[src/rtl/uart_rx_param_if.sv]
// ---------------------------------------------------------------------------
// uart_rx_param_if
//   Output bundle of the parametrised UART receiver: the received word, its
//   error flags and the valid/ready handshake toward the consumer.
//
//   Signals
//     dout        DATA_W  received data word
//     dout_valid  1       dout/flags hold a word not yet accepted
//     dout_ready  1       consumer accepts the word when high with dout_valid
//     parity_err  1       parity mismatch on the word in dout
//     frame_err   1       a stop bit sampled 0 for the word in dout
//     overrun     1       sticky: a frame was dropped while dout_valid was high
//
//   Modports
//     master  receiver side (drives data, flags, valid; reads ready)
//     slave   consumer side (reads data, flags, valid; drives ready)
// ---------------------------------------------------------------------------
interface uart_rx_param_if #(
    parameter int DATA_W = 8
);
    logic [DATA_W-1:0] dout;
    logic              dout_valid;
    logic              dout_ready;
    logic              parity_err;
    logic              frame_err;
    logic              overrun;

    modport master (
        output dout,
        output dout_valid,
        output parity_err,
        output frame_err,
        output overrun,
        input  dout_ready
    );

    modport slave (
        input  dout,
        input  dout_valid,
        input  parity_err,
        input  frame_err,
        input  overrun,
        output dout_ready
    );
endinterface

[src/rtl/uart_rx_param.sv]
// ---------------------------------------------------------------------------
// uart_rx_param
//   Parametrised UART receiver. The asynchronous serial input is synchronised,
//   a start bit is qualified at half-bit (short low glitches are rejected),
//   then data, optional parity and stop bits are sampled at mid-bit. The
//   finished word is presented on a valid/ready handshake together with parity
//   and framing error flags; a frame that completes while the previous word is
//   still unaccepted is dropped and flagged by the sticky overrun bit.
//
//   Parameters
//     DATA_W        data bits per frame (5..9), LSB first
//     PARITY        0 = none, 1 = even, 2 = odd
//     STOP_BITS     1 or 2
//     CLKS_PER_BIT  clk cycles per serial bit (>= 4)
//     SYNC_STAGES   rxd synchroniser depth (>= 2)
//
//   Ports
//     clk    in   system clock, rising edge
//     rst    in   asynchronous reset, active-low
//     rxd    in   serial input, idle high, asynchronous to clk
//     busy   out  high whenever the receiver is inside a frame
//     rx_if  master side of uart_rx_param_if (dout, flags, handshake)
// ---------------------------------------------------------------------------
module uart_rx_param #(
    parameter int DATA_W       = 8,
    parameter int PARITY       = 1,
    parameter int STOP_BITS    = 1,
    parameter int CLKS_PER_BIT = 16,
    parameter int SYNC_STAGES  = 2
) (
    input  logic             clk,
    input  logic             rst,
    input  logic             rxd,
    output logic             busy,
    uart_rx_param_if.master  rx_if
);

    localparam int CNT_W = $clog2(CLKS_PER_BIT);
    localparam int IDX_W = $clog2(DATA_W + 1);

    localparam logic [CNT_W-1:0] HALF_BIT  = CNT_W'(CLKS_PER_BIT / 2 - 1);
    localparam logic [CNT_W-1:0] FULL_BIT  = CNT_W'(CLKS_PER_BIT - 1);
    localparam logic [IDX_W-1:0] LAST_DATA = IDX_W'(DATA_W - 1);
    localparam logic [IDX_W-1:0] LAST_STOP = IDX_W'(STOP_BITS - 1);
    localparam logic             ODD_PAR   = (PARITY == 2);

    typedef enum logic [2:0] {IDLE, START, DATA, PAR, STOP} state_t;

    // Synchroniser: resets to the idle (high) line level
    logic [SYNC_STAGES-1:0] sync_q;
    logic                   rxs;

    always_ff @(posedge clk or negedge rst) begin
        if (!rst) begin
            sync_q <= '1;
        end else begin
            sync_q <= {sync_q[SYNC_STAGES-2:0], rxd};
        end
    end

    assign rxs = sync_q[SYNC_STAGES-1];

    // Frame FSM state and per-frame working registers
    state_t            state, state_d;
    logic [CNT_W-1:0]  cnt, cnt_d;
    logic [IDX_W-1:0]  idx, idx_d;
    logic [DATA_W-1:0] shreg, shreg_d;
    logic              perr, perr_d;
    logic              ferr, ferr_d;
    logic              armed, armed_d;
    logic              done, done_d;
    logic              tick;

    assign tick = (cnt == '0);

    always_ff @(posedge clk or negedge rst) begin
        if (!rst) begin
            state <= IDLE;
            cnt   <= '0;
            idx   <= '0;
            shreg <= '0;
            perr  <= 1'b0;
            ferr  <= 1'b0;
            armed <= 1'b1;
            done  <= 1'b0;
        end else begin
            state <= state_d;
            cnt   <= cnt_d;
            idx   <= idx_d;
            shreg <= shreg_d;
            perr  <= perr_d;
            ferr  <= ferr_d;
            armed <= armed_d;
            done  <= done_d;
        end
    end

    always_comb begin
        state_d = state;
        cnt_d   = cnt;
        idx_d   = idx;
        shreg_d = shreg;
        perr_d  = perr;
        ferr_d  = ferr;
        armed_d = armed;
        done_d  = 1'b0;

        unique case (state)
            IDLE: begin
                // A frame that ended on a low line (break) must see the line
                // return high before the next falling edge can start a frame.
                if (rxs) begin
                    armed_d = 1'b1;
                end else if (armed) begin
                    state_d = START;
                    cnt_d   = HALF_BIT;
                    idx_d   = '0;
                    perr_d  = 1'b0;
                    ferr_d  = 1'b0;
                end
            end
            START: begin
                if (!tick) begin
                    cnt_d = cnt - 1'b1;
                end else if (rxs) begin
                    state_d = IDLE;
                end else begin
                    state_d = DATA;
                    cnt_d   = FULL_BIT;
                end
            end
            DATA: begin
                if (!tick) begin
                    cnt_d = cnt - 1'b1;
                end else begin
                    shreg_d = {rxs, shreg[DATA_W-1:1]};
                    cnt_d   = FULL_BIT;
                    if (idx == LAST_DATA) begin
                        idx_d   = '0;
                        state_d = (PARITY != 0) ? PAR : STOP;
                    end else begin
                        idx_d = idx + 1'b1;
                    end
                end
            end
            PAR: begin
                if (!tick) begin
                    cnt_d = cnt - 1'b1;
                end else begin
                    // XOR over data+parity is 0 for an even count of ones
                    perr_d  = (^{shreg, rxs}) ^ ODD_PAR;
                    state_d = STOP;
                    cnt_d   = FULL_BIT;
                end
            end
            STOP: begin
                if (!tick) begin
                    cnt_d = cnt - 1'b1;
                end else begin
                    if (!rxs) begin
                        ferr_d = 1'b1;
                    end
                    if (idx == LAST_STOP) begin
                        // Leave mid stop bit so a back-to-back start is caught
                        state_d = IDLE;
                        done_d  = 1'b1;
                        armed_d = rxs;
                    end else begin
                        idx_d = idx + 1'b1;
                        cnt_d = FULL_BIT;
                    end
                end
            end
            default: begin
                state_d = IDLE;
            end
        endcase
    end

    assign busy = (state != IDLE);

    // Output word and handshake; an accept in the completion cycle frees the
    // slot first, so the new word loads without raising overrun.
    logic accept;

    assign accept = rx_if.dout_valid & rx_if.dout_ready;

    always_ff @(posedge clk or negedge rst) begin
        if (!rst) begin
            rx_if.dout       <= '0;
            rx_if.dout_valid <= 1'b0;
            rx_if.parity_err <= 1'b0;
            rx_if.frame_err  <= 1'b0;
            rx_if.overrun    <= 1'b0;
        end else begin
            if (accept) begin
                rx_if.dout_valid <= 1'b0;
                rx_if.overrun    <= 1'b0;
            end
            if (done) begin
                if (!rx_if.dout_valid || rx_if.dout_ready) begin
                    rx_if.dout       <= shreg;
                    rx_if.parity_err <= perr;
                    rx_if.frame_err  <= ferr;
                    rx_if.dout_valid <= 1'b1;
                end else begin
                    rx_if.overrun <= 1'b1;
                end
            end
        end
    end

endmodule
[src/flat_wrapper.sv]
// flat-port wrapper written by rule: the top's interface ports become plain ports
module uart_rx_param_flat 
#(
    parameter int DATA_W       = 8,
    parameter int PARITY       = 1,
    parameter int STOP_BITS    = 1,
    parameter int CLKS_PER_BIT = 16,
    parameter int SYNC_STAGES  = 2
)
  (clk, rst, rxd, busy, rx_if_dout, rx_if_dout_valid, rx_if_parity_err, rx_if_frame_err, rx_if_overrun, rx_if_dout_ready);
  uart_rx_param_if #(.DATA_W(DATA_W)) rx_if_i ();
  input  logic clk;
  input  logic rst;
  input  logic rxd;
  output logic busy;
  output wire logic [$bits(rx_if_i.dout)-1:0] rx_if_dout;
  output wire logic [$bits(rx_if_i.dout_valid)-1:0] rx_if_dout_valid;
  output wire logic [$bits(rx_if_i.parity_err)-1:0] rx_if_parity_err;
  output wire logic [$bits(rx_if_i.frame_err)-1:0] rx_if_frame_err;
  output wire logic [$bits(rx_if_i.overrun)-1:0] rx_if_overrun;
  input wire logic [$bits(rx_if_i.dout_ready)-1:0] rx_if_dout_ready;
  assign rx_if_dout = rx_if_i.dout;
  assign rx_if_dout_valid = rx_if_i.dout_valid;
  assign rx_if_parity_err = rx_if_i.parity_err;
  assign rx_if_frame_err = rx_if_i.frame_err;
  assign rx_if_overrun = rx_if_i.overrun;
  assign rx_if_i.dout_ready = rx_if_dout_ready;
  uart_rx_param #(.DATA_W(DATA_W), .PARITY(PARITY), .STOP_BITS(STOP_BITS), .CLKS_PER_BIT(CLKS_PER_BIT), .SYNC_STAGES(SYNC_STAGES)) u_core (.clk(clk), .rst(rst), .rxd(rxd), .busy(busy), .rx_if(rx_if_i));
endmodule
[config.mk]
export PLATFORM = sky130hd
export DESIGN_NAME = uart_rx_param_flat
export DESIGN_NICKNAME = d
export VERILOG_FILES = /design/src/rtl/uart_rx_param_if.sv /design/src/rtl/uart_rx_param.sv /design/src/flat_wrapper.sv
export SDC_FILE = /design/constraint.sdc
export NUM_CORES = 1
export LEC_CHECK = 0
export CAP_MARGIN = 20
export CORE_MARGIN = 5
export CORE_UTILIZATION = 50
export CTS_CLUSTER_DIAMETER = 200
export CTS_CLUSTER_SIZE = 25
export DETAILED_ROUTE_END_ITERATION = 8
export PLACE_DENSITY = 0.71
export SYNTH_ARGS = -nofsm -noshare
export SYNTH_HDL_FRONTEND = slang
export SYNTH_SLANG_ARGS = --single-unit
[constraint.sdc]
create_clock -name clk -period 3.9 [get_ports clk]
set_clock_uncertainty 0.05 [all_clocks]
set_input_delay 0.78 -clock clk [delete_from_list [all_inputs] [get_ports clk]]
set_output_delay 0.78 -clock clk [all_outputs]
set_load 0.01 [all_outputs]
; Yosys cells after proc, flatten, opt, wreduce, memory -nomap -nowiden
; Cells that the tools add are included.
[totals]
inputBits = 4
reg_bits = 37
[classes]
add_sub_neg = 2
bitwise_logic = 1
mux = 45
n_reduce_logical = 20
eq_ne = 18
[op_table]
columns = cell, n
row1 = $mux W4, 13
row2 = $mux W3, 8
row3 = $mux W1, 17
row4 = $ne A2 B1 Y1 const B, 8
row5 = $pmux W4 S4, 1
row6 = $pmux W3 S5, 1
row7 = $pmux W4 S3, 1
row8 = $reduce_and A5 Y1, 2
row9 = $reduce_xor A9 Y1, 1
row10 = $logic_not A4 Y1, 2
row11 = $reduce_and A4 Y1, 2
row12 = $reduce_and A8 Y1, 1
row13 = $eq A3 B2 Y1 const B, 2
row14 = $ne A2 B2 Y1 const B, 3
row15 = $ne A3 B3 Y1 const B, 2
row16 = $pmux W1 S2, 3
row17 = $reduce_and A6 Y1, 1
row18 = $reduce_bool A3 Y1, 2
row19 = $add A4 B1 Y4 const B, 1
row20 = $eq A4 B3 Y1 const B, 1
row21 = $reduce_and A2 Y1, 2
row22 = $reduce_bool A2 Y1, 2
row23 = $reduce_bool A4 Y1, 1
row24 = $sub A4 B1 Y4 const B, 1
row25 = other kinds (8), 8

; Longest topological paths before layout
[depth]
word_depth = 4
depth_mapped = 6

; Least setup slack after synthesis
; OpenSTA, ideal clock, no wires.
[synth_timing]
path_kind = reg2reg
from = register u_core.cnt[0]
to = register u_core.idx[3]
slack_ns = 1.918
period_less_slack_ns = 1.982
path_stages_with_launch = 7
arrival_time_ns = 1.808
n_path_buf = 0
t_required_ns = 3.726
path_cell_list = dfrtp_1 > inv_1 > ha_1 > or4b_1 > a21o_1 > or2_4 > a211o_1
[synth_via]
elab_chain_cells = 3
elab_cells_between_ends = 4
classes_between = eq/ne: 2 / reduce/logical: 2
[synth_lines]
columns = item, line_no
row1 = start: declaration, uart_rx_param.sv:65  ; logic [CNT_W-1:0] cnt, cnt_d;
row2 = start signal: assignment, uart_rx_param.sv:88  ; cnt <= cnt_d;
row3 = $logic_not A4 Y1 *, uart_rx_param.sv:74  ; assign tick = (cnt == '0);
row4 = $ne A2 B1 Y1 (no line), -
row5 = $reduce_and A6 Y1 (no line) *, -
row6 = end signal: assignment, uart_rx_param.sv:89  ; idx <= idx_d;
row7 = end: declaration, uart_rx_param.sv:66  ; logic [IDX_W-1:0] idx, idx_d;
; Mark *: on every way between the ends. The rest lies on a longest branch, timed or not.
; A chain may end at the register's enable or synchronous reset.

; Final worst setup path
[layout_timing]
from = register u_core.state[2]
to = output port busy
[layout_via]
elab_chain_cells = 1
[layout_lines]
columns = item, line_no
row1 = start: declaration, uart_rx_param.sv:64  ; state_t state, state_d;
row2 = start signal: assignment, uart_rx_param.sv:87  ; state <= state_d;
row3 = $reduce_bool A3 Y1, uart_rx_param.sv:180  ; assign busy = (state != IDLE);
row4 = end: declaration, flat_wrapper.sv:15  ; output logic busy;
; No other way between the ends.

==> results_dict.tcl <==
set metrics [dict create \
    ys_seq_area_frac 0.514 \
    grt_pass1_vias 1146 \
    die-area_sq_um 4920 \
    vdd_drop_max_uv 316 \
    fin_setup_tns_ps 0 \
    comb_power_share 0.296 \
    cts.sinks 37 \
    drv_cap 0 \
    final_cell_mix "dfrtp_1, mux2_2, clkdlybuf4s50_1" \
    finalMaxSlewViolations 0 \
    dr_total_vias 1232 \
    clk_pin_slew_ps 120 \
    cts_buffers 5 \
    synth_area_sq_um 1810 \
    vias_per_cell 5.50 \
    setup_viol 0 \
    cts_tree "yes" \
    fmax_mhz 377 \
    htree_num_levels 2 \
    cts.path.max_buffers 2 \
    portBuffers 16 \
    internal-power_mw 0.664 \
    gp_congestion 0.785 \
    initialDrtViolationCount 55 \
    drc 0 \
    ys_types 43 \
    ys_warn_count 0 \
    netlist.area_leader.share 0.471 \
    wirelength_microns 3160 \
    p_sw_mw 0.356 \
    swShare 0.349 \
    layout-drive-gt1-share 0.225 \
    io_pins 17 \
    start_util 0.529 \
    slew_headroom 0.551 \
    antenna_found_initial 0 \
    grt.overflow.total 0 \
    chipWidth_microns 70.1 \
    cts_setup_buffers 0 \
    die_h_microns 70.1 \
    synth_area_leader_cell "dfrtp_1" \
    clk_latency_ps 350 \
    power_frac_clock 0.214 \
    diodes 0 \
    hold_buffers 0 \
    ys_ff_latch 37 \
    seq_power_share 0.490 \
    dr.pass1.iters 4 \
    end_kind "output pin" \
    leakage_nw 0.967 \
    synth_area_leaders "dfrtp_1, mux2_2, dfstp_2" \
    cts_resized 0 \
    antenna_left 0 \
    critPathMaxFanout 15 \
    fin_nets 184 \
    setup.worst_path.class "register to output pin" \
    syn_inst 157 \
    tightest_slew_ps 673 \
    routedWlPerCell_microns 14.1 \
    outcome "completed" \
    arrival_ps 1820 \
    grt_first_pass_wirelength_microns 5460 \
    rsz0062_at_grt "false" \
    hold_viol_final 0 \
    start_kind "register" \
    dpl.hpwl_microns 2250 \
    area_growth_pct 15.1 \
    core-area_sq_um 3420 \
    rows 21 \
    grt_max_degree 38 \
    min_path_type "register to register" \
    syn_nets 164 \
    period_needed_ps 2650 \
    fin_crit_sh 0.680 \
    p_per_area_nw_per_um2 490 \
    cts_root_buffer "clkbuf_4" \
    crit_required_ps 3070 \
    fin_util 0.609 \
    final_common_cell "dfrtp_1" \
    syn_avg_cell_area_sq_um 11.5 \
    track_usage 0.139 \
]
==> power by group through the flow <==
stage	registers, mW	logic (mW)	clock network (mW)
after CTS	0.499	0.302	0.226
after detailed placement	0.507	0.301	0
after global routing	0.509	0.338	0.242
final	0.500	0.302	0.218
after floorplan	0.471	0.260	0
after global placement	0.504	0.291	0
==> cells in the mapped netlist, drive strengths merged <==
cell    instances
a21boi          1
nand2          12
dfstp           3
or3             1
nand4b          2
and3b           1
mux2           18
or3b            2
or2             4
xnor2           6
a211o           1
nor3            4
buf             2
o31ai           1
xor2            2
a21oi           9
nand3           3
o221ai          1
nor2            6
a22oi           1
nand3b          1
a311oi          1
nor3b           5
a31oi           3
dfrtp          34
a221oi          1
o21ai           4
o211ai          1
nor4            1
ha              3
clkbuf          2
or4b            2
nand4           1
xnor3           1
a31o            1
a221o           1
inv             6
nand2b          5
a21o            3
nor4b           1
==> metal layers <==
layer,global-route usage,wire [microns],share of wire,vias to the layer above
li1,-,-,-,601
met1,0.192,1560,0.49,606
met2,0.197,1430,0.45,19
met3,0.0359,117,0.037,6
met4,0.0766,55,0.017,0
met5,0,0,0,-
==> critical path, cell delays in order, from the launching register on <==
cell and delay, ps:
dfrtp_1 570, or3_1 410, clkdlybuf4s50_1 490
==> cell type report <==
class                      count  area, sq um
clock buffer                   6         51.3
clock inverter                 2         13.8
fill                         292         1340
inverter                       6         22.5
multi-input combinational    110          838
sequential                    37          930
tap                           46         57.6
timing repair buffer          17          168
==> cell families after synthesis <==
kind of cell / share of synthesized area
simple gates: 0.171
flops: 0.514
compound gates: 0.109
mux: 0.112
buf+inv: 0.0221
xor+xnor: 0.0512
fa+ha+maj: 0.0208
==> path summary, 6_finish.rpt <==
| kind | start | endpoint | slack (ps) | cells past startpoint |
|---|---|---|---|---|
| worst max-delay path | u_core.state[2]$_DFFE_PN0P_ | busy | 1250 | 2 |
| worst min-delay path | u_core.sync_q[0]$_DFF_PN1_ | u_core.sync_q[1]$_DFF_PN1_ | 320 | 0 |
| worst max register to register | u_core.cnt[0]$_DFFE_PN0P_ | u_core.idx[3]$_DFFE_PN0P_ | 1690 | 6 |
| worst min register to register | u_core.sync_q[0]$_DFF_PN1_ | u_core.sync_q[1]$_DFF_PN1_ | 320 | 0 |
| max in group asynchronous | rst | u_core.sync_q[1]$_DFF_PN1_ | 2660 | 2 |
| min in group asynchronous | rst | u_core.perr$_DFFE_PN0P_ | 790 | 2 |
==> sequential cells by signal (all words and copies together) (netlist names) <==
register                 count
u_core.rx_if.overrun         1
u_core.perr                  1
u_core.sync_q                2
u_core.rx_if.dout            8
u_core.armed                 1
u_core.idx                   4
u_core.ferr                  1
u_core.rx_if.parity_err      1
u_core.cnt                   4
u_core.state                 3
u_core.shreg                 8
u_core.done                  1
u_core.rx_if.frame_err       1
u_core.rx_if.dout_valid      1
==> metrics by stage <==
stage	power [mW]	instance area, sq um	cells	worst slack [ps]	hold WS (ps)
final	1.02	2080	224	1250	321
after global routing	1.09	2080	224	1180	329
after CTS	1.03	2080	224	1230	320
after detailed placement	0.808	2020	216	1610	300
after global placement	0.796	2020	216	1640	296
after floorplan	0.731	1810	157	1920	295
(Power assumes the default switching activity.)
